### config.mk
export PLATFORM = sky130hd
export DESIGN_NAME = multicycle_cpu_flat
export DESIGN_NICKNAME = d
export VERILOG_FILES = /design/src/rtl/multicycle_cpu_if.sv /design/src/rtl/multicycle_cpu.sv /design/src/flat_wrapper.sv
export SDC_FILE = /design/constraint.sdc
export NUM_CORES = 1
export LEC_CHECK = 0
export ABC_AREA = 1
export CAP_MARGIN = 20
export CORE_ASPECT_RATIO = 1.1
export CORE_MARGIN = 4
export CORE_UTILIZATION = 45
export CTS_CLUSTER_DIAMETER = 30
export DETAILED_ROUTE_END_ITERATION = 7
export PLACE_DENSITY = 0.73
export SLEW_MARGIN = 20
export SYNTH_ARGS = -nofsm -noshare
export SYNTH_HDL_FRONTEND = slang
export SYNTH_SLANG_ARGS = --single-unit
### constraint.sdc
create_clock -name clk_in -period 2.8 [get_ports clk_in]
set_clock_uncertainty 0.05 [all_clocks]
set_input_delay 0.56 -clock clk_in [delete_from_list [all_inputs] [get_ports clk_in]]
set_output_delay 0.56 -clock clk_in [all_outputs]
set_load 0.05 [all_outputs]
### src/rtl/multicycle_cpu_if.sv
// Instruction-fetch handshake between multicycle_cpu (master) and an external
// instruction memory (slave): req/valid with variable response latency.
interface multicycle_cpu_if #(
  parameter int PC_W    = 8,
  parameter int INSTR_W = 8
);
  logic [PC_W-1:0]    instr_addr;
  logic               instr_req;
  logic               instr_valid;
  logic [INSTR_W-1:0] instruction;

  modport master (
    output instr_addr,
    output instr_req,
    input  instr_valid,
    input  instruction
  );

  modport slave (
    input  instr_addr,
    input  instr_req,
    output instr_valid,
    output instruction
  );
endinterface

### src/rtl/multicycle_cpu.sv
// Multicycle ADD/LW/SW/BEQ processor: FETCH/DECODE/EXEC/MEM/WB state machine,
// internal register file and data memory. Define MCPU_PERF_EN for cycle/retire counters.
module multicycle_cpu #(
  parameter int DATA_W    = 8,
  parameter int REG_CNT   = 4,
  parameter int MEM_DEPTH = 16,
  parameter int PC_W      = 8
) (
  input  logic                       clk_in,
  input  logic                       reset,
  multicycle_cpu_if.master           imem,
  output logic [PC_W-1:0]            pc,
  output logic [2:0]                 state,
  output logic                       wb_valid,
  output logic [$clog2(REG_CNT)-1:0] wb_reg,
  output logic [DATA_W-1:0]          wb_data,
  output logic                       branch_taken,
  output logic                       retire
`ifdef MCPU_PERF_EN
  ,
  output logic [31:0]                cycle_cnt,
  output logic [31:0]                instr_cnt
`endif
);

  localparam int RA_W    = $clog2(REG_CNT);
  localparam int MA_W    = $clog2(MEM_DEPTH);
  localparam int INSTR_W = 2 + 3 * RA_W;

  typedef enum logic [2:0] {
    FETCH  = 3'd0,
    DECODE = 3'd1,
    EXEC   = 3'd2,
    MEM    = 3'd3,
    WB     = 3'd4
  } state_t;

  typedef enum logic [1:0] {
    OP_ADD = 2'b00,
    OP_LW  = 2'b01,
    OP_SW  = 2'b10,
    OP_BEQ = 2'b11
  } op_t;

  function automatic logic signed [DATA_W-1:0] sext_data(input logic [RA_W-1:0] v);
    return $signed({{(DATA_W - RA_W){v[RA_W-1]}}, v});
  endfunction

  function automatic logic signed [PC_W-1:0] sext_pc(input logic [RA_W-1:0] v);
    return $signed({{(PC_W - RA_W){v[RA_W-1]}}, v});
  endfunction

  state_t               st_q;
  logic [INSTR_W-1:0]   ir;
  logic [DATA_W-1:0]    a;
  logic [DATA_W-1:0]    b;
  logic [DATA_W-1:0]    alu;
  logic [DATA_W-1:0]    mdr;
  logic [DATA_W-1:0]    rf  [REG_CNT];
  logic [DATA_W-1:0]    mem [MEM_DEPTH];

  op_t                   op;
  logic [RA_W-1:0]       rs;
  logic [RA_W-1:0]       rt;
  logic [RA_W-1:0]       rd;
  logic signed [DATA_W-1:0] imm_d;
  logic signed [PC_W-1:0]   imm_pc;
  logic [DATA_W-1:0]     alu_res;
  logic [MA_W-1:0]       maddr;
  logic [DATA_W-1:0]     mem_rd;
  logic [PC_W-1:0]       pc_inc;

  assign op      = op_t'(ir[INSTR_W-1 -: 2]);
  assign rs      = ir[3*RA_W-1 -: RA_W];
  assign rt      = ir[2*RA_W-1 -: RA_W];
  assign rd      = ir[RA_W-1:0];
  assign imm_d   = sext_data(rd);
  assign imm_pc  = sext_pc(rd);
  assign alu_res = a + ((op == OP_ADD) ? b : $unsigned(imm_d));
  assign maddr   = alu[MA_W-1:0];
  assign mem_rd  = mem[maddr];
  assign pc_inc  = pc + PC_W'(1);

  assign imem.instr_addr = pc;
  assign imem.instr_req  = (st_q == FETCH);
  assign state           = st_q;

  // Pulse outputs are set on the edge entering the state they describe,
  // so they are visible for exactly that one state cycle.
  always_ff @(posedge clk_in or negedge reset) begin
    if (!reset) begin
      st_q         <= FETCH;
      pc           <= '0;
      ir           <= '0;
      a            <= '0;
      b            <= '0;
      alu          <= '0;
      mdr          <= '0;
      wb_valid     <= 1'b0;
      wb_reg       <= '0;
      wb_data      <= '0;
      branch_taken <= 1'b0;
      retire       <= 1'b0;
      for (int i = 0; i < REG_CNT; i++) rf[i] <= '0;
      for (int i = 0; i < MEM_DEPTH; i++) mem[i] <= DATA_W'(i);
    end else begin
      wb_valid     <= 1'b0;
      branch_taken <= 1'b0;
      retire       <= 1'b0;
      case (st_q)
        FETCH: begin
          if (imem.instr_valid) begin
            ir   <= imem.instruction;
            st_q <= DECODE;
          end
        end
        DECODE: begin
          a    <= rf[rs];
          b    <= rf[rt];
          st_q <= EXEC;
          if (op == OP_BEQ) begin
            retire       <= 1'b1;
            branch_taken <= (rf[rs] == rf[rt]);
          end
        end
        EXEC: begin
          alu <= alu_res;
          case (op)
            OP_ADD: begin
              wb_valid <= 1'b1;
              wb_reg   <= rd;
              wb_data  <= alu_res;
              retire   <= 1'b1;
              st_q     <= WB;
            end
            OP_LW: st_q <= MEM;
            OP_SW: begin
              retire <= 1'b1;
              st_q   <= MEM;
            end
            default: begin
              pc   <= (a == b) ? pc_inc + $unsigned(imm_pc) : pc_inc;
              st_q <= FETCH;
            end
          endcase
        end
        MEM: begin
          if (op == OP_LW) begin
            mdr      <= mem_rd;
            wb_valid <= 1'b1;
            wb_reg   <= rt;
            wb_data  <= mem_rd;
            retire   <= 1'b1;
            st_q     <= WB;
          end else begin
            mem[maddr] <= b;
            pc         <= pc_inc;
            st_q       <= FETCH;
          end
        end
        WB: begin
          rf[wb_reg] <= (op == OP_LW) ? mdr : alu;
          pc         <= pc_inc;
          st_q       <= FETCH;
        end
        default: st_q <= FETCH;
      endcase
    end
  end

`ifdef MCPU_PERF_EN
  always_ff @(posedge clk_in or negedge reset) begin
    if (!reset) begin
      cycle_cnt <= '0;
      instr_cnt <= '0;
    end else begin
      cycle_cnt <= cycle_cnt + 32'd1;
      if (retire) instr_cnt <= instr_cnt + 32'd1;
    end
  end
`endif

endmodule

### src/flat_wrapper.sv
// flat-port wrapper written by rule: the top's interface ports become plain ports
module multicycle_cpu_flat 
#(
  parameter int DATA_W    = 8,
  parameter int REG_CNT   = 4,
  parameter int MEM_DEPTH = 16,
  parameter int PC_W      = 8
)
  (clk_in, reset, pc, state, wb_valid, wb_reg, wb_data, branch_taken, retire, imem_instr_addr, imem_instr_req, imem_instr_valid, imem_instruction);
  multicycle_cpu_if #(.PC_W(PC_W)) imem_i ();
  input  logic clk_in;
  input  logic reset;
  output logic [PC_W-1:0] pc;
  output logic [2:0] state;
  output logic wb_valid;
  output logic [$clog2(REG_CNT)-1:0] wb_reg;
  output logic [DATA_W-1:0] wb_data;
  output logic branch_taken;
  output logic retire;
  output wire logic [$bits(imem_i.instr_addr)-1:0] imem_instr_addr;
  output wire logic [$bits(imem_i.instr_req)-1:0] imem_instr_req;
  input wire logic [$bits(imem_i.instr_valid)-1:0] imem_instr_valid;
  input wire logic [$bits(imem_i.instruction)-1:0] imem_instruction;
  assign imem_instr_addr = imem_i.instr_addr;
  assign imem_instr_req = imem_i.instr_req;
  assign imem_i.instr_valid = imem_instr_valid;
  assign imem_i.instruction = imem_instruction;
  multicycle_cpu #(.DATA_W(DATA_W), .REG_CNT(REG_CNT), .MEM_DEPTH(MEM_DEPTH), .PC_W(PC_W)) u_core (.clk_in(clk_in), .reset(reset), .imem(imem_i), .pc(pc), .state(state), .wb_valid(wb_valid), .wb_reg(wb_reg), .wb_data(wb_data), .branch_taken(branch_taken), .retire(retire));
endmodule
==> results of run 1 <==
-- power by group --
group | switching, mW | internal [mW]
clock | 1.98 | 3.97
combinational | 4.42 | 2.17
sequential | 0.769 | 4.28
-- cell type report --
type	count	area share
clock buffer	57	0.09702
clock inverter	35	0.03105
timing repair buffer	76	0.05224
multi-input combinational	960	0.3521
sequential	224	0.4157
tap	305	0.02810
inverter	86	0.02377
-- worst max path at each step --
stage / startpoint / to / slack (ns) / cells past startpoint
detailed placement: u_core.ir[6] / u_core.wb_data[5] / 0.20 / 12
global placement: u_core.ir[6] / u_core.wb_data[5] / 0.32 / 12
global route: u_core.imem.instr_addr[0] / u_core.imem.instr_addr[7] / 0.008 / 19
finish: u_core.state[2] / state[2] / 0.25 / 1
CTS: u_core.ir[6] / u_core.wb_data[7] / 0.17 / 12
floorplan: u_core.state[2] / u_core.ir[5] / 0.02 / 5
-- cell usage in the layout (no fill, tap or decap), drive strengths merged, types with 6 or more instances in the layout --
cell             n
inv             93
clkdlybuf4s50   41
o21ai          226
mux2            14
dfrtp          192
nand3           34
a21oi           61
buf             33
xnor2           13
nand4           17
nor3             9
xor2            10
nand2          445
ha              21
nor2            54
bufinv           6
clkinv          14
clkinvlp         8
a22oi           40
dfstp           32
clkbuf          57
-- repair_timing --
item,CTS,global route
hold buffers,1,0
endpoints found under the hold margin,42,0
pin swaps,0,0
setup endpoints to repair,1,5
resized for setup,1,3
-- per-layer routing --
layer,GRT usage,wire length (µm)
met3,0.04172,1758
met4,0.08426,911
met5,0.003663,0
met2,0.3542,14330
met1,0.2921,12680
-- metrics by stage --
step           total power [mW]  std cells  hold slack, ns  utilization  setup WS, ns
4_1_cts                   17.65       1743          0.4246       0.5675        0.1735
6_report                  17.59       1743          0.4230       0.5677        0.2501
5_1_grt                   18.74       1743          0.4383       0.5677      0.007979
2_1_floorplan             9.620       1341          0.2144            -       0.01729
3_5_place_dp              11.59       1650          0.4168       0.4945        0.1967
3_3_place_gp              11.44       1650          0.4107       0.4945        0.3193
-- logic make-up (layout without fill, tap and decap cells) --
kind of cell | after synthesis | in the layout | synth area share
AOI/OAI and AO/OA | 337 | 337 | 0.1634
xor gates and xnor gates | 23 | 23 | 0.01819
DFF | 224 | 224 | 0.5099
muxes | 14 | 14 | 0.01424
and+or+nand+nor | 563 | 563 | 0.2079
buffers and inverters | 157 | 254 | 0.05899
adders and majority gates | 23 | 23 | 0.02735
-- worst min-delay path, cell delays in order, from the launching register on --
cell and delay (ns):
dfstp_2 0.36, nand2_1 0.05, o21ai_1 0.05
==> results.py, run 1 <==
metrics = {
    "status": {
        "status": "completed",
    },
    "timing": {
        "timing.fmax_mhz": 392.2,
        "setup_viol": 0,
        "slew_headroom": 0.3063,
        "fin_setup_tns_ns": 0,
        "min_period_ns": 2.550,
        "drv_slew": 0,
        "fin_crit_sh": 0.9107,
        "rsz0062_at_grt": "no",
        "finalHoldViolCount": 0,
        "worst_pin_slew_ns": 1.039,
    },
    "setup_path": {
        "reg2reg_depth": 15,
        "crit_path_cell_trace": "clkdlybuf4s50_1",
        "cp.arrival_ns": 1.94,
        "reg2reg_slack_ns": 0.29,
        "startpoint_type": "flip-flop",
        "critPathTopFamily": "buffers and inverters",
        "critPathRequiredTime_ns": 2.19,
        "critPathMaxStageDelay_ns": 0.88,
        "r2r-start": "u_core.ir[6]",
        "crit_path_max_fanout": 5,
        "critPathCaptureType": "primary output",
        "reg2reg_to": "u_core.wb_data[4]",
        "slowest_stage": "clkdlybuf4s50_1",
        "cp_num_buf_inv": 1,
        "critPathKind": "flip-flop to primary output",
    },
    "yosys": {
        "synth.avg_cell_area_um2": 8.256,
        "synth_top_area_frac": 0.4339,
        "yosys_warnings": 0,
        "yosysTopAreaCell": "dfrtp_1",
        "synth.most_common_cell": "nand2_1",
        "netlist_area_mm2": 0.01107,
        "syn-num-nets": 1375,
        "netlist_instances": 1341,
        "netlist_top_cells_count": "436 x nand2_1, 192 x dfrtp_1, 149 x o21ai_0",
        "synth_flop_cell": "dfrtp_1",
        "synth.distinct_cells": 37,
        "async_reset_ff_frac": 1.000,
        "synth_area_leaders": "dfrtp_1 43%, nand2_1 15%, dfstp_2 7.6%",
        "ys_seq_elements": 224,
        "ys_seq_area_frac": 0.5099,
        "synth_edf_count": 0,
    },
    "route": {
        "firstDrtPassIters": 8,
        "antenna_left": 0,
        "wl_per_cell_um": 17.02,
        "vias": 9523,
        "routed_wl_mm": 29.67,
        "drc": 0,
        "drt_iter0_drc": 888,
        "routed_via_density": 5.464,
    },
    "finish": {
        "final_nets": 1431,
        "fillers": 2112,
        "synthToLayoutAreaGrowth_pct": 22.65,
        "multi_input_area_mm2": 0.004781,
        "num_antenna_cells": 0,
        "final-seq-area_mm2": 0.005645,
        "fin_area_mm2": 0.01358,
        "reg_top3": "u_core.mem: 128 flops, u_core.rf: 32 flops",
        "regMostFlops": "u_core.mem",
        "layout-drive-gt1-share": 0.1377,
        "largest_reg_flops": 128,
    },
    "hold_path": {
        "holdPathEnd": "u_core.mem[74]",
        "hold_path_startpoint": "u_core.mem[74]",
        "hold_depth": 2,
        "hold_class": "flip-flop to flip-flop",
    },
    "clock_network": {
        "clock_latency_ns": 0.55,
        "cts_buffers": 49,
        "cts_tree": "built",
        "cts_buffer_depth": 3,
        "cts.sinks": 224,
        "cts_setup_buffers": 0,
        "htreeDepth": 2,
        "clk_pin_slew_ns": 0.05,
        "cts-root-buf": "clkbuf_16",
    },
    "grt": {
        "grt.total_usage": 0.2195,
        "antenna_found_initial": 0,
        "grt_max_degree": 61,
        "grt_pass1_vias": 9486,
        "grt_pass1_wl_mm": 48.89,
        "grt_overflow": 0,
    },
    "pwr": {
        "p_leak_nw": 6.230,
        "peakVddDrop_mv": 0.7488,
        "power.density_mw_per_mm2": 1295,
    },
    "floorplanning": {
        "core_mm2": 0.02392,
        "fp-row-count": 59,
        "io_pins": 44,
        "die_height_um": 172.5,
        "die_area_mm2": 0.02718,
        "start_util": 0.4629,
        "die_w_um": 157.6,
    },
    "place": {
        "place.gp.congestion": 0.8961,
        "io_buffers": 43,
        "dp_hpwl_mm": 19.97,
        "dpl_cell_area_mm2": 0.01183,
    },
    "job": {
        "cap_viol_max_count": 0,
    },
}
(Power assumes the default switching activity.)
==> inputs of run 2 (changes only) <==
CORE_UTILIZATION = 30   (was 45)
PLACE_DENSITY = 0.56   (was 0.73)
==> results.py, run 2 (synthesis results as in run 1) <==
metrics = {
    "route": {
        "wl_per_cell_um": 16.01,
        "drt_iter0_drc": 638,
        "firstDrtPassIters": 5,
        "drc": 0,
        "vias": 9292,
        "routed_via_density": 4.817,
        "routed_wl_mm": 30.88,
        "antenna_left": 0,
    },
    "floorplanning": {
        "io_pins": 44,
        "core_mm2": 0.03626,
        "die_height_um": 209.5,
        "start_util": 0.3053,
        "die_area_mm2": 0.04005,
        "fp-row-count": 73,
        "die_w_um": 191.2,
    },
    "setup_path": {
        "slowest_stage": "dlygate4sd2_1",
        "reg2reg_depth": 15,
        "crit_path_cell_trace": "nor3_1, dlygate4sd2_1",
        "r2r-start": "u_core.ir[6]",
        "critPathMaxStageDelay_ns": 0.60,
        "crit_path_max_fanout": 5,
        "startpoint_type": "flip-flop",
        "critPathRequiredTime_ns": 2.19,
        "critPathKind": "flip-flop to primary output",
        "cp_num_buf_inv": 1,
        "reg2reg_to": "u_core.wb_data[4]",
        "reg2reg_slack_ns": 0.29,
        "cp.arrival_ns": 2.05,
        "critPathTopFamily": "buffers and inverters",
        "critPathCaptureType": "primary output",
    },
    "timing": {
        "rsz0062_at_grt": "no",
        "fin_crit_sh": 0.9509,
        "fin_setup_tns_ns": 0,
        "timing.fmax_mhz": 375.6,
        "drv_slew": 0,
        "finalHoldViolCount": 0,
        "slew_headroom": 0.3768,
        "setup_viol": 0,
        "min_period_ns": 2.662,
        "worst_pin_slew_ns": 0.9313,
    },
    "status": {
        "status": "completed",
    },
    "clock_network": {
        "clock_latency_ns": 0.56,
        "cts_buffers": 51,
        "htreeDepth": 2,
        "cts_buffer_depth": 3,
        "cts.sinks": 224,
        "clk_pin_slew_ns": 0.04,
        "cts_tree": "built",
        "cts_setup_buffers": 0,
        "cts-root-buf": "clkbuf_16",
    },
    "pwr": {
        "p_leak_nw": 6.277,
        "power.density_mw_per_mm2": 1289,
        "peakVddDrop_mv": 0.5920,
    },
    "grt": {
        "grt_pass1_wl_mm": 50.76,
        "grt_overflow": 0,
        "grt_max_degree": 82,
        "grt.total_usage": 0.1561,
        "grt_pass1_vias": 9366,
        "antenna_found_initial": 0,
    },
    "finish": {
        "mostFrequentLayoutCells": "436 x nand2_1, 192 x dfrtp_1, 149 x o21ai_0",
        "final_common_cell": "nand2_1",
        "reg_top3": "u_core.mem: 128 flops, u_core.rf: 32 flops",
        "regMostFlops": "u_core.mem",
        "num_antenna_cells": 0,
        "final_nets": 1434,
        "synthToLayoutAreaGrowth_pct": 25.56,
        "fin_util": 0.3834,
        "layout-drive-gt1-share": 0.1394,
        "largest_reg_flops": 128,
        "fillers": 3714,
    },
    "job": {
        "cap_viol_max_count": 0,
    },
    "hold_path": {
        "holdPathEnd": "u_core.mem[41]",
        "hold_depth": 2,
        "hold_class": "flip-flop to flip-flop",
        "hold_path_startpoint": "u_core.mem[41]",
    },
    "place": {
        "place.gp.congestion": 0.8601,
        "dp_hpwl_mm": 20.89,
        "io_buffers": 43,
    },
}
run 2: cell types whose count changed in the layout (fill, tap and decap cells not counted), sizes merged:
cell      delta
inv          -5
clkinvlp     +1
bufinv       +2
buf          +1
clkbuf       +3
clkinv       +2
run 2: per-stage QoR:
stage	power [mW]	cell area (µm²)	cells	hold WS (ns)	worst slack [ns]
finish	17.91	13900	1929	0.4214	0.1375
CTS	18.06	13900	1929	0.4224	0.06733
global placement	11.61	12050	1833	0.4111	0.2636
global route	19.14	13900	1929	0.4294	0.01718
floorplan	9.620	11070	1341	0.2144	0.01729
detailed placement	11.70	12050	1833	0.4151	0.2413
run 2: layout make-up:
class / count / area [µm²] / area share
sequential: 224 / 5645 / 0.4061
multi-input combinational: 960 / 4778 / 0.3437
clock buffer: 60 / 1381 / 0.09936
timing repair buffer: 77 / 704.4 / 0.05067
tap: 487 / 609.3 / 0.04383
clock inverter: 35 / 460.4 / 0.03312
inverter: 86 / 322.8 / 0.02322
run 2: where the power goes:
group,internal (mW),switching (mW),total [mW]
clock,4.28,1.98,6.26
sequential,4.28,0.785,5.07
combinational,2.16,4.43,6.58
total,10.7,7.19,17.9
run 2: what timing repair did:
item	CTS	global route
pin swaps	0	0
gates resized for setup	1	1
hold buffers	1	0
setup endpoints to repair	1	1
endpoints found under the hold margin	59	0
run 2: per-layer routing:
metal,track usage,vias up,share of wire
met1,0.2147,4479,0.46
li1,-,4552,-
met3,0.02645,50,0.045
met2,0.2515,211,0.47
met5,0,-,0
met4,0.05053,0,0.023
run 2: worst reg2reg max path, stage by stage (launching register included):
cell,delay [ns]
dfrtp_1,0.40
inv_1,0.10
ha_1,0.25
buf_4,0.18
a21oi_1,0.14
ha_1,0.19
inv_1,0.06
fa_1,0.42
inv_1,0.09
nand3_1,0.06
nand2_1,0.09
xor2_1,0.18
o21ai_0,0.09
inv_1,0.07
nand2_1,0.05
nand2_1,0.05
run 2: worst max path at each step:
stage	from	to	slack (ns)	depth (start not counted)
6_report	u_core.state[2]	imem_instr_req	0.14	2
5_1_grt	u_core.state[2]	imem_instr_req	0.02	2
4_1_cts	u_core.state[2]	imem_instr_req	0.07	2
3_5_place_dp	u_core.ir[6]	u_core.wb_data[5]	0.24	12
3_3_place_gp	u_core.state[2]	imem_instr_req	0.26	2
2_1_floorplan	u_core.state[2]	u_core.ir[5]	0.02	5
